### src/rtl/alu_muldiv_pkg.sv
// Shared opcode encodings, FSM states and operation kinds for the multiply/divide unit.
// Opcodes share the ALU opcode space; ALU ops live alongside these in the same numbering.
package alu_muldiv_pkg;

    localparam logic [5:0] OP_MULT  = 6'b010100;
    localparam logic [5:0] OP_MULTU = 6'b010101;
    localparam logic [5:0] OP_DIV   = 6'b010110;
    localparam logic [5:0] OP_DIVU  = 6'b010111;
    localparam logic [5:0] OP_MFHI  = 6'b011000;
    localparam logic [5:0] OP_MFLO  = 6'b011001;
    localparam logic [5:0] OP_MTHI  = 6'b011010;
    localparam logic [5:0] OP_MTLO  = 6'b011011;

    typedef enum logic [1:0] {
        ST_IDLE,
        ST_CALC,
        ST_DONE
    } state_t;

    typedef enum logic [3:0] {
        K_NONE,
        K_MULT,
        K_MULTU,
        K_DIV,
        K_DIVU,
        K_MFHI,
        K_MFLO,
        K_MTHI,
        K_MTLO
    } kind_t;

    function automatic logic is_iterative(input kind_t k);
        return (k == K_MULT) || (k == K_MULTU) || (k == K_DIV) || (k == K_DIVU);
    endfunction

    function automatic logic is_divide(input kind_t k);
        return (k == K_DIV) || (k == K_DIVU);
    endfunction

endpackage

### src/rtl/muldiv_iter.sv
// Iterative datapath: one shift-add (multiply) or restoring shift-subtract (divide) step per enable.
// Accumulator low half starts as multiplier/dividend; after N steps it holds {HI,LO} or {rem,quot}.
module muldiv_iter #(
    parameter int N_BITS = 32
) (
    input  logic                  i_clk,
    input  logic                  i_rst_n,
    input  logic                  i_load,
    input  logic                  i_en,
    input  logic                  i_is_div,
    input  logic [N_BITS-1:0]     i_a,
    input  logic [N_BITS-1:0]     i_b,
    output logic [2*N_BITS-1:0]   o_acc
);

    logic [2*N_BITS-1:0] r_acc;
    logic [N_BITS-1:0]   r_b;

    logic [N_BITS:0]     w_sum;
    logic [2*N_BITS-1:0] w_mul_next;
    logic [N_BITS:0]     w_rem_sh;
    logic                w_ge;
    logic [N_BITS-1:0]   w_diff;
    logic [2*N_BITS-1:0] w_div_next;

    always_comb begin
        w_sum      = {1'b0, r_acc[2*N_BITS-1:N_BITS]} + {1'b0, r_b};
        w_mul_next = r_acc[0] ? {w_sum, r_acc[N_BITS-1:1]}
                              : {1'b0, r_acc[2*N_BITS-1:1]};

        // Shifted partial remainder needs one extra bit; a successful
        // subtraction always lands below the divisor, so N bits suffice after.
        w_rem_sh   = {r_acc[2*N_BITS-1:N_BITS], r_acc[N_BITS-1]};
        w_ge       = (w_rem_sh >= {1'b0, r_b});
        w_diff     = w_rem_sh[N_BITS-1:0] - r_b;
        w_div_next = w_ge ? {w_diff, r_acc[N_BITS-2:0], 1'b1}
                          : {w_rem_sh[N_BITS-1:0], r_acc[N_BITS-2:0], 1'b0};
    end

    always_ff @(posedge i_clk or negedge i_rst_n) begin
        if (!i_rst_n) begin
            r_acc <= '0;
            r_b   <= '0;
        end else if (i_load) begin
            r_acc <= {{N_BITS{1'b0}}, i_a};
            r_b   <= i_b;
        end else if (i_en) begin
            r_acc <= i_is_div ? w_div_next : w_mul_next;
        end
    end

    assign o_acc = r_acc;

endmodule

### src/rtl/alu_muldiv.sv
// Multi-cycle MULT/MULTU/DIV/DIVU unit with HI/LO registers and MFxx/MTxx access.
// Holds the FSM, step counter, sign fix-up and architectural HI/LO/result registers.
module alu_muldiv
    import alu_muldiv_pkg::*;
#(
    parameter int N_BITS   = 32,
    parameter int N_OPCODE = 6
) (
    input  logic                i_clk,
    input  logic                i_rst_n,
    input  logic                i_start,
    input  logic [N_OPCODE-1:0] i_opcode,
    input  logic [N_BITS-1:0]   i_datoA,
    input  logic [N_BITS-1:0]   i_datoB,
    output logic                o_busy,
    output logic                o_done,
    output logic [N_BITS-1:0]   o_result,
    output logic [N_BITS-1:0]   o_hi,
    output logic [N_BITS-1:0]   o_lo,
    output logic                o_div_by_zero
);

    localparam int CW = $clog2(N_BITS + 1);

    state_t              r_state, w_next;
    kind_t               r_kind, w_kind;
    logic [CW-1:0]       r_cnt;
    logic                r_neg_q, r_neg_r, r_div0;
    logic [N_BITS-1:0]   r_a, r_hi, r_lo, r_result;
    logic                r_done, r_dbz;

    logic                w_accept, w_signed, w_div0;
    logic [N_BITS-1:0]   w_mag_a, w_mag_b;
    logic [2*N_BITS-1:0] w_acc, w_prod;
    logic [N_BITS-1:0]   w_quot, w_rem;

    always_comb begin
        w_kind = K_NONE;
        case (i_opcode)
            N_OPCODE'(OP_MULT):  w_kind = K_MULT;
            N_OPCODE'(OP_MULTU): w_kind = K_MULTU;
            N_OPCODE'(OP_DIV):   w_kind = K_DIV;
            N_OPCODE'(OP_DIVU):  w_kind = K_DIVU;
            N_OPCODE'(OP_MFHI):  w_kind = K_MFHI;
            N_OPCODE'(OP_MFLO):  w_kind = K_MFLO;
            N_OPCODE'(OP_MTHI):  w_kind = K_MTHI;
            N_OPCODE'(OP_MTLO):  w_kind = K_MTLO;
            default:             w_kind = K_NONE;
        endcase
    end

    assign w_accept = i_start && (r_state == ST_IDLE) && !r_done && (w_kind != K_NONE);
    assign w_signed = (w_kind == K_MULT) || (w_kind == K_DIV);
    assign w_div0   = is_divide(w_kind) && (i_datoB == '0);
    assign w_mag_a  = (w_signed && i_datoA[N_BITS-1]) ? -i_datoA : i_datoA;
    assign w_mag_b  = (w_signed && i_datoB[N_BITS-1]) ? -i_datoB : i_datoB;

    muldiv_iter #(.N_BITS(N_BITS)) u_iter (
        .i_clk    (i_clk),
        .i_rst_n  (i_rst_n),
        .i_load   (w_accept),
        .i_en     (r_state == ST_CALC),
        .i_is_div (is_divide(r_kind)),
        .i_a      (w_mag_a),
        .i_b      (w_mag_b),
        .o_acc    (w_acc)
    );

    always_comb begin
        w_next = r_state;
        case (r_state)
            ST_IDLE: if (w_accept) w_next = (is_iterative(w_kind) && !w_div0) ? ST_CALC : ST_DONE;
            ST_CALC: if (r_cnt == CW'(1)) w_next = ST_DONE;
            ST_DONE: w_next = ST_IDLE;
            default: w_next = ST_IDLE;
        endcase
    end

    assign w_prod = r_neg_q ? -w_acc : w_acc;
    assign w_quot = r_neg_q ? -w_acc[N_BITS-1:0] : w_acc[N_BITS-1:0];
    assign w_rem  = r_neg_r ? -w_acc[2*N_BITS-1:N_BITS] : w_acc[2*N_BITS-1:N_BITS];

    always_ff @(posedge i_clk or negedge i_rst_n) begin
        if (!i_rst_n) begin
            r_state  <= ST_IDLE;
            r_kind   <= K_NONE;
            r_cnt    <= '0;
            r_neg_q  <= 1'b0;
            r_neg_r  <= 1'b0;
            r_div0   <= 1'b0;
            r_a      <= '0;
            r_hi     <= '0;
            r_lo     <= '0;
            r_result <= '0;
            r_done   <= 1'b0;
            r_dbz    <= 1'b0;
        end else begin
            r_state <= w_next;
            r_done  <= (r_state == ST_DONE);
            if (w_accept) begin
                r_kind  <= w_kind;
                r_a     <= i_datoA;
                r_div0  <= w_div0;
                r_neg_q <= w_signed && (i_datoA[N_BITS-1] ^ i_datoB[N_BITS-1]);
                r_neg_r <= (w_kind == K_DIV) && i_datoA[N_BITS-1];
                r_dbz   <= 1'b0;
                r_cnt   <= CW'(N_BITS);
            end else if (r_state == ST_CALC) begin
                r_cnt <= r_cnt - CW'(1);
            end
            // Architectural state only changes here, so CALC never exposes partial results.
            if (r_state == ST_DONE) begin
                r_dbz <= r_div0;
                case (r_kind)
                    K_MULT, K_MULTU: begin
                        r_hi <= w_prod[2*N_BITS-1:N_BITS];
                        r_lo <= w_prod[N_BITS-1:0];
                    end
                    K_DIV, K_DIVU: begin
                        if (r_div0) begin
                            r_hi <= r_a;
                            r_lo <= '1;
                        end else begin
                            r_hi <= w_rem;
                            r_lo <= w_quot;
                        end
                    end
                    K_MFHI:  r_result <= r_hi;
                    K_MFLO:  r_result <= r_lo;
                    K_MTHI:  r_hi <= r_a;
                    K_MTLO:  r_lo <= r_a;
                    default: ;
                endcase
            end
        end
    end

    assign o_busy        = (r_state != ST_IDLE) || r_done;
    assign o_done        = r_done;
    assign o_result      = r_result;
    assign o_hi          = r_hi;
    assign o_lo          = r_lo;
    assign o_div_by_zero = r_dbz;

endmodule

### config.mk
export PLATFORM = sky130hd
export DESIGN_NAME = alu_muldiv
export DESIGN_NICKNAME = d
export VERILOG_FILES = /design/src/rtl/alu_muldiv_pkg.sv /design/src/rtl/muldiv_iter.sv /design/src/rtl/alu_muldiv.sv
export SDC_FILE = /design/constraint.sdc
export NUM_CORES = 1
export LEC_CHECK = 0
export CAP_MARGIN = 0
export CORE_MARGIN = 4
export CORE_UTILIZATION = 40
export CTS_BUF_LIST = sky130_fd_sc_hd__clkbuf_4 sky130_fd_sc_hd__clkbuf_8 sky130_fd_sc_hd__clkbuf_16
export CTS_CLUSTER_DIAMETER = 100
export DETAILED_ROUTE_END_ITERATION = 7
export PLACE_DENSITY_LB_ADDON = 0.1
export REMOVE_ABC_BUFFERS = 1
export SLEW_MARGIN = 10
export SYNTH_ARGS = -nofsm -noshare
export SYNTH_HDL_FRONTEND = slang
export SYNTH_HIERARCHICAL = 1
export SYNTH_SLANG_ARGS = --single-unit
### constraint.sdc
create_clock -name i_clk -period 3.2 [get_ports i_clk]
set_clock_uncertainty 0.1 [all_clocks]
set_input_delay 0.32 -clock i_clk [delete_from_list [all_inputs] [get_ports i_clk]]
set_output_delay 0.32 -clock i_clk [all_outputs]
set_load 0.01 [all_outputs]
==> key figures <==
Drt
  – Wire per inst: 22.0 µm
  – Via density per instance: between 5 and 6
  – Via count: 20,236
  – Post-route DRC: 0
  – Antenna-violating nets left: 0
  – Detailed-router iteration count before antenna repair: 8
  – DRT Wirelength: roughly 75,000 µm
  – DRT iter0 DRCs: around 1,700

Final layout
  – Layout cells sized above 1: 0.171
  – Number of fill cells in the layout: 4,636
  – Fin util: 0.526
  – Layout area overhead: 29.4%
  – Final cell count without fillers: 3,411
  – Nets@finish: 2,918
  – Diode count: 0

Clock tree
  – H-tree depth: 2
  – Num CTS Buffers: 34
  – Max clock buf depth: 3
  – Clock Tree Root: clkbuf_16
  – Worst-path clk slew: 0.06 ns
  – Clock latency at the later pin of the worst-skew pair: 0.56 ns
  – Clk sinks: 241
  – CTS tree: built

Pwr
  – Leakage: between 10 and 15 nW
  – Power Density: 1020 mW/mm²
  – Max VDD drop: 0.000372 V
  – Final Total Pwr: about 26 mW

Worst setup path
  – Critical Path RT: about 3.5 ns
  – Crit-path cells: ha_1 > a21o_1 > a21o_1 > a211o_1 > and2_1 > o211ai_4 > buf_4 > nand3b_1 > a2111oi_2 > a41oi_1 > a32o_1
  – Critical path's most frequent cell: a21o_1
  – Reg2reg setup slack: 0.03 ns
  – CP peak stage delay: 0.45 ns
  – CP startpoint kind: register
  – Critical-path maximum fanout: 3
  – Delay-heaviest family, CP: compound AO/OA/AOI/OAI gates
  – Crit path buffers/inverters: 1
  – Worst Path Class, Setup: reg -> reg
  – WP data arrival: 3.51 ns
  – CP endpoint kind: register
  – CP max-delay cell: dfrtp_2

Yosys
  – Top cells by area, synth: dfrtp_1 (31%), nand2_1 (7.1%), o21ai_0 (5.7%)
  – Synth Area per Inst: 8.05 µm²
  – Yosys top cell by area: dfrtp_1
  – Synth top cells by count: nand2_1 (367), dfrtp_1 (241), o21ai_0 (223), nor2_1 (155), a21oi_1 (150)
  – EDFF count, synth: 0
  – Post-synth top flop: dfrtp_1
  – Yosys reg bits: between 200 and 250
  – Yosys top cell area share: 0.310
  – Post-synthesis sequential area ratio: 0.310
  – Cell count after synthesis: approximately 2,400
  – Count leader, synth: nand2_1
  – Number of distinct library cells after synthesis: 97
  – Async S/R FF share, synth: 1.00
  – Synth warn: 6
  – Post-Synthesis Cell Area: 0.0195 mm²

GRT
  – Largest net degree at the start of global routing: 100
  – GRT Util Overall: 0.279
  – Global-route wire length before repair: 117,000 µm
  – Initial antenna violation count: 0
  – Gr ovfl total: 0
  – Vias in the first global route: roughly 20,000

Floorplan
  – Ports: ~170
  – Starting density of the core: 0.406
  – Die Width: 229 µm
  – Row cnt: 80
  – Core area: 0.0479 mm²
  – Die ar.: 0.0523 mm²
  – Height of the die: 229 µm

Job
  – MaxCap Viol Count: 0

Timing
  – Slew margin rel.: 0.444
  – Worst hold slack: 0.302 ns
  – Worst slew pin tran: 0.835 ns
  – Fmax: 315 MHz
  – Tcrit/Tclk final: 0.991
  – Setup-failing EPs final: 0
  – RSZ-0062 raised after global routing: yes
  – Hold Fails Final Rpt: 0
  – Slew Viols, Final: 0
  – Clock period minus worst slack: 3.17 ns

Placed design
  – Detail Placement HPWL: 56,500 µm
  – Inst Count DP: about 3,300
  – Final Wtd Congestion: 1.01
  – Port buffer count: 171

Outcome
  – Status: completed

Worst hold path
  – Hold crit path type: in -> async
## path summary, 6_finish.rpt
check	startpoint	endpoint	cells after the start
worst max-delay path	u_iter/o_acc[47]	u_iter/o_acc[57]	11
worst min-delay path	i_rst_n	o_result[6]	2
worst max register to register	u_iter/o_acc[47]	u_iter/o_acc[57]	11
worst min register to register	o_result[31]	o_result[31]	2
max in group asynchronous	i_rst_n	u_iter/o_acc[54]	3
min in group i_clk	i_datoA[27]	r_a[27]	3
## area by class of cell
type	count	area, µm²	area share
repair buffers	475	4150	0.165
well taps	615	769	0.0305
clock buffers	45	988	0.0392
multi-input cells	1930	12700	0.505
clock inverters	16	193	0.00764
inverters	89	337	0.0134
flip-flops and latches	241	6030	0.239
## power by group
group	internal, mW	leakage [nW]	total, mW	switching (mW)
clock network	2.43	0.582	4.00	1.57
logic	7.33	6.89	16.2	8.89
registers	4.17	3.02	5.60	1.43
## worst register-to-register path, cell delays in order (launching register included)
cell	delay (ns)
dfrtp_2	0.45
ha_1	0.33
a21o_1	0.21
a21o_1	0.20
a211o_1	0.32
and2_1	0.20
o211ai_4	0.25
buf_4	0.16
nand3b_1	0.11
a2111oi_2	0.37
a41oi_1	0.08
a32o_1	0.27
## layer usage
layer  GRT usage  up-vias  share of wire
li1            -     9518              -
met1       0.365     9868           0.43
met2       0.473      703           0.48
met3      0.0369      147          0.055
met4      0.0987        0          0.033
met5           0        -              0
## placed cells by master (no fill, tap or decap), types with 32 or more instances in the layout
cell,instances
nor3_1,34
o31ai_1,33
dfrtp_1,239
nand2_1,367
buf_4,290
ha_1,63
clkbuf_16,35
a21o_1,41
xor2_1,72
mux2i_1,82
o21ai_0,216
a21oi_1,141
xnor2_1,104
nand2b_1,32
nor2_1,154
nand3_1,54
inv_1,86
clkdlybuf4s50_1,170
## registers in the layout, summed over array words and instances (netlist names)
name,cells
r_a,32
o_hi,32
r_state,2
r_cnt,6
r_neg_r,1
o_lo,32
r_neg_q,1
o_done,1
o_result,32
r_div0,1
o_div_by_zero,1
r_kind,4
u_iter/o_acc,64
u_iter/r_b,32
## stage by stage
| step | setup TNS [ns] | instance area [µm²] | worst slack, ns |
|---|---|---|---|
| floorplan | -491.51 | 18800 | -4.06 |
| global placement | -0.496 | 23700 | -0.0792 |
| detailed placement | -1.19 | 23700 | -0.129 |
| global route | -0.114 | 25200 | -0.0470 |
| finish | 0 | 25200 | 0.0295 |
| CTS | 0 | 24900 | 0.000706 |
## timing repair
item,4_1_cts,5_1_grt
setup buffers,1,3
hold endpoints to repair,93,0
resized for setup,9,54
hold buffers,1,0
pin swaps,3,13
setup endpoints to repair,15,37
## cell families (layout without fill, tap and decap cells)
logic type | count (synthesis) | in the layout | share of synthesized area
AND/OR/NAND/NOR | 844 | 844 | 0.209
AO/OA/AOI/OAI | 744 | 744 | 0.253
buffers and inverters | 250 | 625 | 0.0529
flip-flops | 241 | 241 | 0.310
XOR/XNOR | 176 | 176 | 0.0791
multiplexers | 92 | 92 | 0.0478
adder cells (fa/ha/maj) | 74 | 74 | 0.0483
No activity file was read; power rests on OpenSTA's default activity.
